File: src/rtl/tipi_rpi_link_ctrl.sv
// tipi_rpi_link_ctrl: RPi serial register link, sequenced in the clk domain.
// Synchronises the RPi strobes and runs the TX/RX transaction FSM for TD/TC/RD/RC.
module tipi_rpi_link_ctrl #(
    parameter int SYNC_STAGES = 2,
    parameter int WIDTH       = 8
) (
    input  logic             clk,
    input  logic             rst,
    input  logic             rpi_sclk,
    input  logic [1:0]       rpi_regsel,
    input  logic             rpi_sdata_out,
    input  logic             rpi_sle,
    output logic             rpi_sdata_in,
    input  logic [WIDTH-1:0] td_in,
    input  logic [WIDTH-1:0] tc_in,
    input  logic             td_strobe,
    input  logic             tc_strobe,
    output logic [WIDTH-1:0] rd_out,
    output logic [WIDTH-1:0] rc_out,
    output logic             rd_valid,
    output logic             rc_valid,
    output logic             td_fresh,
    output logic             tc_fresh,
    output logic             frame_err,
    input  logic             err_clr
);
    localparam int CW = $clog2(WIDTH + 1);
    localparam int WW = $clog2(SYNC_STAGES + 2);
    localparam logic [CW-1:0] CNT_LAST = CW'(WIDTH - 1);
    localparam logic [CW-1:0] CNT_FULL = CW'(WIDTH);
    localparam logic [WW-1:0] WARM_END = WW'(SYNC_STAGES + 1);

    typedef enum logic [1:0] {IDLE, TX, RX} state_t;

    state_t                      state_q, state_d;
    logic [SYNC_STAGES-1:0]      sclk_sync_q, sclk_sync_d;
    logic [SYNC_STAGES-1:0]      sle_sync_q, sle_sync_d;
    logic [SYNC_STAGES-1:0]      sdata_sync_q, sdata_sync_d;
    logic [SYNC_STAGES-1:0][1:0] sel_sync_q, sel_sync_d;
    logic                        sclk_prev_q, sclk_prev_d;
    logic                        sle_prev_q, sle_prev_d;
    logic [WW-1:0]               warm_q, warm_d;
    logic [CW-1:0]               bit_cnt_q, bit_cnt_d;
    logic [WIDTH-1:0]            tx_sr_q, tx_sr_d;
    logic [WIDTH-1:0]            rx_sr_q, rx_sr_d;
    logic [1:0]                  cur_sel_q, cur_sel_d;
    logic [WIDTH-1:0]            rd_q, rd_d;
    logic [WIDTH-1:0]            rc_q, rc_d;
    logic                        rd_valid_q, rd_valid_d;
    logic                        rc_valid_q, rc_valid_d;
    logic                        td_fresh_q, td_fresh_d;
    logic                        tc_fresh_q, tc_fresh_d;
    logic                        err_q, err_d;
    logic                        sdi_q, sdi_d;

    logic             sclk_s, sle_s, sdata_s;
    logic [1:0]       sel_s;
    logic             evt_en, sclk_rise, sle_rise;
    logic             new_err, clr_td, clr_tc;
    logic [WIDTH-1:0] tx_src;

    assign sclk_s  = sclk_sync_q[SYNC_STAGES-1];
    assign sle_s   = sle_sync_q[SYNC_STAGES-1];
    assign sdata_s = sdata_sync_q[SYNC_STAGES-1];
    assign sel_s   = sel_sync_q[SYNC_STAGES-1];

    // Edges are masked until the synchronisers have flushed the reset state.
    assign evt_en    = (warm_q == WARM_END);
    assign sclk_rise = evt_en & sclk_s & ~sclk_prev_q;
    assign sle_rise  = evt_en & sle_s & ~sle_prev_q;
    assign tx_src    = sel_s[0] ? tc_in : td_in;

    always_comb begin
        sclk_sync_d  = {sclk_sync_q[SYNC_STAGES-2:0], rpi_sclk};
        sle_sync_d   = {sle_sync_q[SYNC_STAGES-2:0], rpi_sle};
        sdata_sync_d = {sdata_sync_q[SYNC_STAGES-2:0], rpi_sdata_out};
        sel_sync_d   = {sel_sync_q[SYNC_STAGES-2:0], rpi_regsel};
        sclk_prev_d  = sclk_s;
        sle_prev_d   = sle_s;
        warm_d       = evt_en ? warm_q : warm_q + WW'(1);

        state_d    = state_q;
        bit_cnt_d  = bit_cnt_q;
        tx_sr_d    = tx_sr_q;
        rx_sr_d    = rx_sr_q;
        cur_sel_d  = cur_sel_q;
        rd_d       = rd_q;
        rc_d       = rc_q;
        rd_valid_d = 1'b0;
        rc_valid_d = 1'b0;
        new_err    = 1'b0;
        clr_td     = 1'b0;
        clr_tc     = 1'b0;

        unique case (state_q)
            IDLE: begin
                if (sle_rise) begin
                    if (sel_s[1]) begin
                        tx_sr_d   = tx_src;
                        bit_cnt_d = '0;
                        cur_sel_d = sel_s;
                        state_d   = TX;
                    end
                end else if (sclk_rise && !sel_s[1]) begin
                    rx_sr_d   = {rx_sr_q[WIDTH-2:0], sdata_s};
                    bit_cnt_d = CW'(1);
                    cur_sel_d = sel_s;
                    state_d   = RX;
                end
            end
            TX: begin
                if (sel_s != cur_sel_q) begin
                    state_d   = IDLE;
                    bit_cnt_d = '0;
                    new_err   = 1'b1;
                end else if (sle_rise) begin
                    tx_sr_d   = tx_src;
                    bit_cnt_d = '0;
                end else if (sclk_rise) begin
                    tx_sr_d   = {tx_sr_q[WIDTH-2:0], 1'b0};
                    bit_cnt_d = bit_cnt_q + CW'(1);
                    if (bit_cnt_q == CNT_LAST) begin
                        clr_td    = ~cur_sel_q[0];
                        clr_tc    = cur_sel_q[0];
                        bit_cnt_d = '0;
                        state_d   = IDLE;
                    end
                end
            end
            RX: begin
                if (sel_s != cur_sel_q) begin
                    state_d   = IDLE;
                    bit_cnt_d = '0;
                    new_err   = 1'b1;
                end else if (sle_rise) begin
                    if (bit_cnt_q == CNT_FULL) begin
                        rd_d       = cur_sel_q[0] ? rd_q : rx_sr_q;
                        rc_d       = cur_sel_q[0] ? rx_sr_q : rc_q;
                        rd_valid_d = ~cur_sel_q[0];
                        rc_valid_d = cur_sel_q[0];
                    end else begin
                        new_err = 1'b1;
                    end
                    bit_cnt_d = '0;
                    state_d   = IDLE;
                end else if (sclk_rise) begin
                    if (bit_cnt_q == CNT_FULL) begin
                        new_err = 1'b1;
                    end else begin
                        rx_sr_d   = {rx_sr_q[WIDTH-2:0], sdata_s};
                        bit_cnt_d = bit_cnt_q + CW'(1);
                    end
                end
            end
            default: state_d = IDLE;
        endcase

        // A TI write landing on the completion clk keeps the flag set.
        td_fresh_d = (td_fresh_q & ~clr_td) | td_strobe;
        tc_fresh_d = (tc_fresh_q & ~clr_tc) | tc_strobe;
        err_d      = (err_q & ~err_clr) | new_err;
        sdi_d      = (state_d == TX) & tx_sr_d[WIDTH-1];
    end

    always_ff @(posedge clk) begin
        if (rst) begin
            state_q      <= IDLE;
            sclk_sync_q  <= '0;
            sle_sync_q   <= '0;
            sdata_sync_q <= '0;
            sel_sync_q   <= '0;
            sclk_prev_q  <= 1'b0;
            sle_prev_q   <= 1'b0;
            warm_q       <= '0;
            bit_cnt_q    <= '0;
            tx_sr_q      <= '0;
            rx_sr_q      <= '0;
            cur_sel_q    <= '0;
            rd_q         <= '0;
            rc_q         <= '0;
            rd_valid_q   <= 1'b0;
            rc_valid_q   <= 1'b0;
            td_fresh_q   <= 1'b0;
            tc_fresh_q   <= 1'b0;
            err_q        <= 1'b0;
            sdi_q        <= 1'b0;
        end else begin
            state_q      <= state_d;
            sclk_sync_q  <= sclk_sync_d;
            sle_sync_q   <= sle_sync_d;
            sdata_sync_q <= sdata_sync_d;
            sel_sync_q   <= sel_sync_d;
            sclk_prev_q  <= sclk_prev_d;
            sle_prev_q   <= sle_prev_d;
            warm_q       <= warm_d;
            bit_cnt_q    <= bit_cnt_d;
            tx_sr_q      <= tx_sr_d;
            rx_sr_q      <= rx_sr_d;
            cur_sel_q    <= cur_sel_d;
            rd_q         <= rd_d;
            rc_q         <= rc_d;
            rd_valid_q   <= rd_valid_d;
            rc_valid_q   <= rc_valid_d;
            td_fresh_q   <= td_fresh_d;
            tc_fresh_q   <= tc_fresh_d;
            err_q        <= err_d;
            sdi_q        <= sdi_d;
        end
    end

    assign rpi_sdata_in = sdi_q;
    assign rd_out       = rd_q;
    assign rc_out       = rc_q;
    assign rd_valid     = rd_valid_q;
    assign rc_valid     = rc_valid_q;
    assign td_fresh     = td_fresh_q;
    assign tc_fresh     = tc_fresh_q;
    assign frame_err    = err_q;
endmodule
File: config.mk
export PLATFORM = sky130hd
export DESIGN_NAME = tipi_rpi_link_ctrl
export DESIGN_NICKNAME = d
export VERILOG_FILES = /design/src/rtl/tipi_rpi_link_ctrl.sv
export SDC_FILE = /design/constraint.sdc
export NUM_CORES = 1
export LEC_CHECK = 0
export CORE_MARGIN = 5
export CORE_UTILIZATION = 52
export CTS_BUF_LIST = sky130_fd_sc_hd__clkbuf_2 sky130_fd_sc_hd__clkbuf_4 sky130_fd_sc_hd__clkbuf_8
export CTS_CLUSTER_SIZE = 28
export DETAILED_ROUTE_END_ITERATION = 7
export MAX_ROUTING_LAYER = met4
export PLACE_DENSITY_LB_ADDON = 0.25
export SYNTH_ARGS = -nofsm -noshare
export SYNTH_HDL_FRONTEND = slang
export SYNTH_SLANG_ARGS = --single-unit
File: constraint.sdc
create_clock -name clk -period 3.46 [get_ports clk]
set_clock_uncertainty 0.1 [all_clocks]
set_input_delay 0.519 -clock clk [delete_from_list [all_inputs] [get_ports clk]]
set_output_delay 0.519 -clock clk [all_outputs]
set_load 0.01 [all_outputs]
==> impl_metrics.json, run 1 <==
{
  "synth.top_cell.area_share_pct": 43.4,
  "area_growth_pct": 22.5,
  "power_density_nw_per_um2": 385,
  "netSwitchingPower_mw": 0.298,
  "ys_warn_count": 0,
  "floorplan.initialDensity_pct": 53.9,
  "rows": 26,
  "synth_cell_type_count": 46,
  "grt_pass1_wl_um": 9770,
  "tns_ps": 0,
  "grt_overflow_total": 0,
  "ff2ff_path_depth": 5,
  "die_w_um": 83.0,
  "required_ps": 3550,
  "rsz0062_at_grt": "no",
  "clkPwrFrac_pct": 38.0,
  "cp-start-kind": "register",
  "drive_gt1_share_pct": 8.73,
  "antenna_found_initial": 0,
  "peakVddDrop_v": 0.000400,
  "syn_inst": 288,
  "wirelength_um": 5630,
  "slowest_delay_ps": 630,
  "wire_per_inst_um": 14.0,
  "fp.dieArea_um2": 6880,
  "num_vias": 2183,
  "synth_area_um2": 2770,
  "synth_commonest_cells": "60 x dfxtp_1, 41 x nor2_1, 34 x mux2i_1, 18 x a21oi_1, 15 x inv_1",
  "grt_use_total_pct": 17.6,
  "ys_async_sr_fraction_pct": 0,
  "syn-num-nets": 322,
  "timing.rr.start": "sel_s[1]$_SDFF_PP0_",
  "io_pins": 48,
  "seq_area_frac_synth_pct": 43.4,
  "root_buffer": "clkbuf_8",
  "worstPathMaxFanout": 10,
  "crit_family": "simple AND/OR/NAND/NOR gates",
  "yosysMostFrequentCell": "dfxtp_1",
  "maxSlewHeadroom_pct": 47.7,
  "avgSynthCellArea_um2": 9.61,
  "hold_buffers": 0,
  "numCtsBuffers": 9,
  "r2r-end": "rd_out[5]$_SDFFE_PP0P_",
  "cp_num_buf_inv": 0,
  "cp.depth": 5,
  "ff2ff_setup_slack_ps": 1010,
  "final_hold_viol_count": 0,
  "io_buffers": 47,
  "crit_type": "reg -> reg",
  "die_y_um": 83.0,
  "outcome": "finished, final reports clean",
  "finalCriticalPeriod_ps": 2450,
  "drtPass1Iterations": 4,
  "worstSetupEndpointType": "register",
  "drc": 0,
  "h-tree-depth": 3,
  "drtIter0Drc": 123,
  "cp_cell_sequence": "xnor2_2 -> and2_1 -> nand4_1 -> mux2i_1 -> nor2_1",
  "yosys-top-cells-area": "dfxtp_1 43%, mux2i_1 12%, nor2_1 5.6%",
  "nets": 364,
  "hold_slack_ps": 339,
  "grt_pass1_vias": 2108,
  "synth_edf_count": 0,
  "postCtsSetupBuffers": 0,
  "p_leak_nw": 1.28,
  "setup_violations": 0,
  "via_per_inst": 5.43,
  "min_period_over_period_pct": 70.9,
  "dp_hpwl_um": 3970,
  "switching_share_pct": 22.8,
  "seqPwrFrac_pct": 54.6,
  "min_path_type": "reg -> reg",
  "pre_cts_ws_ps": 1010,
  "grt_max_degree": 35,
  "antennaDiodeCount": 0,
  "crit_slowest_cell": "nand4_1",
  "crit_start": "sel_s[1]$_SDFF_PP0_",
  "finalMaxSlewViolations": 0,
  "clk_path_buf_depth": 2,
  "synth-seq-cells": 60,
  "synth_ff_type": "dfxtp_1",
  "drv_cap": 0,
  "maxClockFrequency_ghz": 0.408,
  "combPwrFrac_pct": 7.4,
  "synth_top_area_cell": "dfxtp_1",
  "numClockSinks": 60,
  "cts_tree": "done",
  "cts_resized": 0,
  "internal_power_mw": 1.01,
  "postRouteAntennaNets": 0,
  "crit_path_end": "rd_out[5]$_SDFFE_PP0P_",
  "worstMarginPinSlew_ps": 784,
  "core_um2": 5140,
  "clk-insertion-delay-late_ps": 330,
  "arrival_ps": 2540,
  "gp_congestion": 0.833,
  "fin_ws_ps": 1010,
  "clk_pin_slew_worst_paths_ps": 60
}
-- power groups by stage --
| stage | sequential [mW] | clock [mW] | combinational [mW] |
|---|---|---|---|
| global placement | 0.728 | 0 | 0.0953 |
| detailed placement | 0.729 | 0 | 0.0966 |
| global route | 0.715 | 0.544 | 0.107 |
| CTS | 0.714 | 0.516 | 0.0974 |
| floorplan | 0.726 | 0 | 0.0599 |
| finish | 0.714 | 0.497 | 0.0967 |
-- worst min path at each step --
stage / startpoint / to / cells past startpoint
3_3_place_gp: sel_sync_d[2]$_SDFF_PP0_ / sel_s[0]$_SDFF_PP0_ / 1
2_1_floorplan: sclk_sync_q[0]$_SDFF_PP0_ / sclk_sync_q[1]$_SDFF_PP0_ / 1
4_1_cts: sle_sync_q[0]$_SDFF_PP0_ / sle_sync_q[1]$_SDFF_PP0_ / 1
6_report: sle_sync_q[0]$_SDFF_PP0_ / sle_sync_q[1]$_SDFF_PP0_ / 1
3_5_place_dp: sel_sync_d[2]$_SDFF_PP0_ / sel_s[0]$_SDFF_PP0_ / 1
5_1_grt: sclk_sync_q[0]$_SDFF_PP0_ / sclk_sync_q[1]$_SDFF_PP0_ / 1
-- layout make-up --
type | instances | area [um2]
flip-flops and latches | 60 | 1200
multi-input cells | 194 | 1410
clock buffers | 10 | 131
well taps | 70 | 87.6
inverters | 15 | 56.3
repair buffers | 50 | 488
clock inverters | 3 | 17.5
fillers | 441 | 1750
-- logic make-up (layout without fill, tap and decap cells) --
kind of cell | count (synthesis) | count (layout) | synth area share (%)
buffers and inverters | 34 | 78 | 5.65
adders and majority gates | 8 | 8 | 3.62
DFF | 60 | 60 | 43.4
muxes | 35 | 35 | 12.7
AOI/OAI and AO/OA | 53 | 53 | 14.9
and+or+nand+nor | 95 | 95 | 18.3
xor gates and xnor gates | 3 | 3 | 1.49
-- sequential cells by signal, indices dropped and copies added, names as in the netlist --
name	count
rc_out	8
rd_out	8
rx_sr_q	8
tx_sr_q	8
bit_cnt_q	4
cur_sel_q	2
sclk_sync_q	2
sdata_sync_q	2
sel_s	2
sel_sync_d	2
sle_sync_q	2
state_q	2
warm_q	2
frame_err	1
rc_valid	1
rd_valid	1
rpi_sdata_in	1
sclk_prev_q	1
sle_prev_q	1
tc_fresh	1
td_fresh	1
-- metrics by stage --
step | instance area [um2] | util [%] | cells | power, mW
2_1_floorplan | 2770 | - | 288 | 0.786
3_3_place_gp | 3240 | 63.1 | 389 | 0.824
3_5_place_dp | 3240 | 63.1 | 389 | 0.826
4_1_cts | 3390 | 66.0 | 402 | 1.33
5_1_grt | 3390 | 66.0 | 402 | 1.37
6_report | 3390 | 66.0 | 402 | 1.31
-- routing by layer --
metal	part of all wire (%)	GRT usage (%)	up-vias	routed length (um)
met3	4.8	6.14	8	268
met5	0	-	-	0
li1	-	-	1106	-
met1	44	20.5	1025	2500
met2	50	28.7	44	2810
met4	0.91	5.35	0	51
-- cells in the final DEF, fill, tap and decap left out, drive strengths merged, types with 7 or more instances in the layout --
cell type and instances:
a211oi 11, a21oi 19, clkbuf 10, clkdlybuf4s50 46
dfxtp 60, ha 8, inv 15, mux2i 34
nand3 9, nor2 41, nor2b 14, o32ai 7
Note: power is estimated with default switching activity, not from simulation.
==> run 2: changes to the inputs <==
--- a/config.mk
+++ b/config.mk
@@ -6,7 +6,7 @@
 export NUM_CORES = 1
 export LEC_CHECK = 0
 export CORE_MARGIN = 5
-export CORE_UTILIZATION = 52
+export CORE_UTILIZATION = 49
 export CTS_BUF_LIST = sky130_fd_sc_hd__clkbuf_2 sky130_fd_sc_hd__clkbuf_4 sky130_fd_sc_hd__clkbuf_8
 export CTS_CLUSTER_SIZE = 28
 export DETAILED_ROUTE_END_ITERATION = 7
==> constraint.sdc (replaced) <==
create_clock -name clk -period 2.22 [get_ports clk]
set_clock_uncertainty 0.1 [all_clocks]
set_input_delay 0.333 -clock clk [delete_from_list [all_inputs] [get_ports clk]]
set_output_delay 0.333 -clock clk [all_outputs]
set_load 0.01 [all_outputs]
==> run 2 against run 1 <==
- first-iteration DRC count decreased by 47%
- via count increased by 0.50%
- largest power group unchanged
- final cell count increased by 4.7%
==> impl_metrics.json, run 2 (same netlist as run 1, synthesis figures left out) <==
{
  "core_um2": 5510,
  "power.total_mw": 2.24,
  "setup_violations": 0,
  "grt_overflow_total": 0,
  "clk_pin_slew_worst_paths_ps": 70,
  "crit_type": "reg -> reg",
  "die_y_um": 85.2,
  "outcome": "finished, final reports clean",
  "drv_cap": 0,
  "grt_use_total_pct": 17.7,
  "area_growth_pct": 28.6,
  "h-tree-depth": 3,
  "multiInputGateArea_um2": 1410,
  "drtPass1Iterations": 4,
  "required_ps": 2340,
  "final_hold_viol_count": 0,
  "num_vias": 2194,
  "die_w_um": 85.2,
  "antennaDiodeCount": 0,
  "pre_cts_ws_ps": 65.5,
  "utilization_pct": 64.7,
  "postCtsSetupBuffers": 0,
  "io_buffers": 47,
  "wirelength_um": 5860,
  "worstMarginPinSlew_ps": 716,
  "finalCriticalPeriod_ps": 2100,
  "min_period_over_period_pct": 94.6,
  "wire_per_inst_um": 13.9,
  "min_path_type": "reg -> reg",
  "fill_cells": 449,
  "clk_path_buf_depth": 2,
  "nets": 378,
  "worstPathMaxFanout": 8,
  "fp.dieArea_um2": 7250,
  "power_density_nw_per_um2": 629,
  "root_buffer": "clkbuf_8",
  "numClockSinks": 60,
  "maxSlewHeadroom_pct": 52.2,
  "gp_congestion": 0.853,
  "worstSetupEndpointType": "register",
  "grt_max_degree": 36,
  "via_per_inst": 5.21,
  "postRouteAntennaNets": 0,
  "dp_hpwl_um": 4260,
  "grt_pass1_vias": 2192,
  "final_common_cell": "dfxtp_1",
  "cp-start-kind": "register",
  "antenna_found_initial": 0,
  "grt_pass1_wl_um": 9890,
  "maxClockFrequency_ghz": 0.476,
  "cp_cell_sequence": "inv_1 -> ha_1 -> a32oi_1 -> o32ai_1 -> a21oi_1 -> a211oi_2",
  "floorplan.initialDensity_pct": 50.3,
  "drtIter0Drc": 65,
  "rows": 27,
  "final_cell_mix": "60 x dfxtp_1, 46 x clkdlybuf4s50_1, 41 x nor2_1",
  "arrival_ps": 2220,
  "fin_ws_ps": 119,
  "cp_num_buf_inv": 1,
  "p_leak_nw": 1.37,
  "finalMaxSlewViolations": 0,
  "rsz0062_at_grt": "yes",
  "clk-insertion-delay-late_ps": 350,
  "cts_tree": "done",
  "crit_family": "compound AO/OA/AOI/OAI gates",
  "numCtsBuffers": 9,
  "peakVddDrop_v": 0.000466,
  "slowest_delay_ps": 630,
  "drive_gt1_share_pct": 13.5,
  "crit_slowest_cell": "a32oi_1",
  "drc": 0,
  "seqCellArea_um2": 1200,
  "io_pins": 48
}
==> run 2: cell types whose count changed in the layout (fill, tap and decap cells not counted) <==
cell / delta
inv_6: +1
buf_12: +1
buf_4: +13
ha_1: -1
clkinvlp_4: +1
bufinv_16: +1
ha_2: +1
==> run 2: worst paths after layout <==
| kind | start | endpoint | slack, ps | cells past startpoint |
|---|---|---|---|---|
| setup reg to reg | state_q[1]$_SDFF_PP0_ | tx_sr_q[4]$_SDFFE_PP0P_ | 120 | 6 |
| hold reg to reg | sclk_sync_q[0]$_SDFF_PP0_ | sclk_sync_q[1]$_SDFF_PP0_ | 340 | 1 |
| hold / removal | sclk_sync_q[0]$_SDFF_PP0_ | sclk_sync_q[1]$_SDFF_PP0_ | 340 | 1 |
| setup / recovery | state_q[1]$_SDFF_PP0_ | tx_sr_q[4]$_SDFFE_PP0P_ | 120 | 6 |
==> run 2: metrics by stage <==
step / TNS [ps] / cell area [um2] / hold slack (ps) / cells
floorplan: 0 / 2770 / 314 / 288
global placement: 0 / 3360 / 321 / 405
detailed placement: 0 / 3360 / 323 / 405
CTS: 0 / 3560 / 331 / 421
global route: -7.69 / 3560 / 342 / 421
finish: 0 / 3560 / 341 / 421
==> run 2: worst register-to-register path, cell delays in order (launching register included) <==
cell	delay, ps
dfxtp_1	420
inv_1	100
ha_1	280
a32oi_1	630
o32ai_1	200
a21oi_1	180
a211oi_2	60
==> run 2: layout make-up <==
class	count	area share, %
tap	72	2.53
inverter	15	1.58
sequential	60	33.7
clock inverter	6	1.79
multi-input combinational	194	39.7
timing repair buffer	64	17.0
clock buffer	10	3.69
==> run 2: power breakdown <==
group,internal (mW),switching [mW]
registers,1.10,0.0126
clock network,0.530,0.440
logic,0.0886,0.0732
total,1.72,0.525
==> run 2: layer usage <==
layer,global-route usage [%],share of wire (%),vias to the layer above
met5,-,0,-
met3,5.83,3.7,6
met2,28.5,50,29
met4,6.19,0.96,0
li1,-,-,1130
met1,20.6,46,1029
==> run 2: what timing repair did <==
item | CTS | global route
endpoints found under the setup margin | 0 | 4
hold buffers | 0 | 0
endpoints found under the hold margin | 0 | 0
resized for setup | 0 | 1
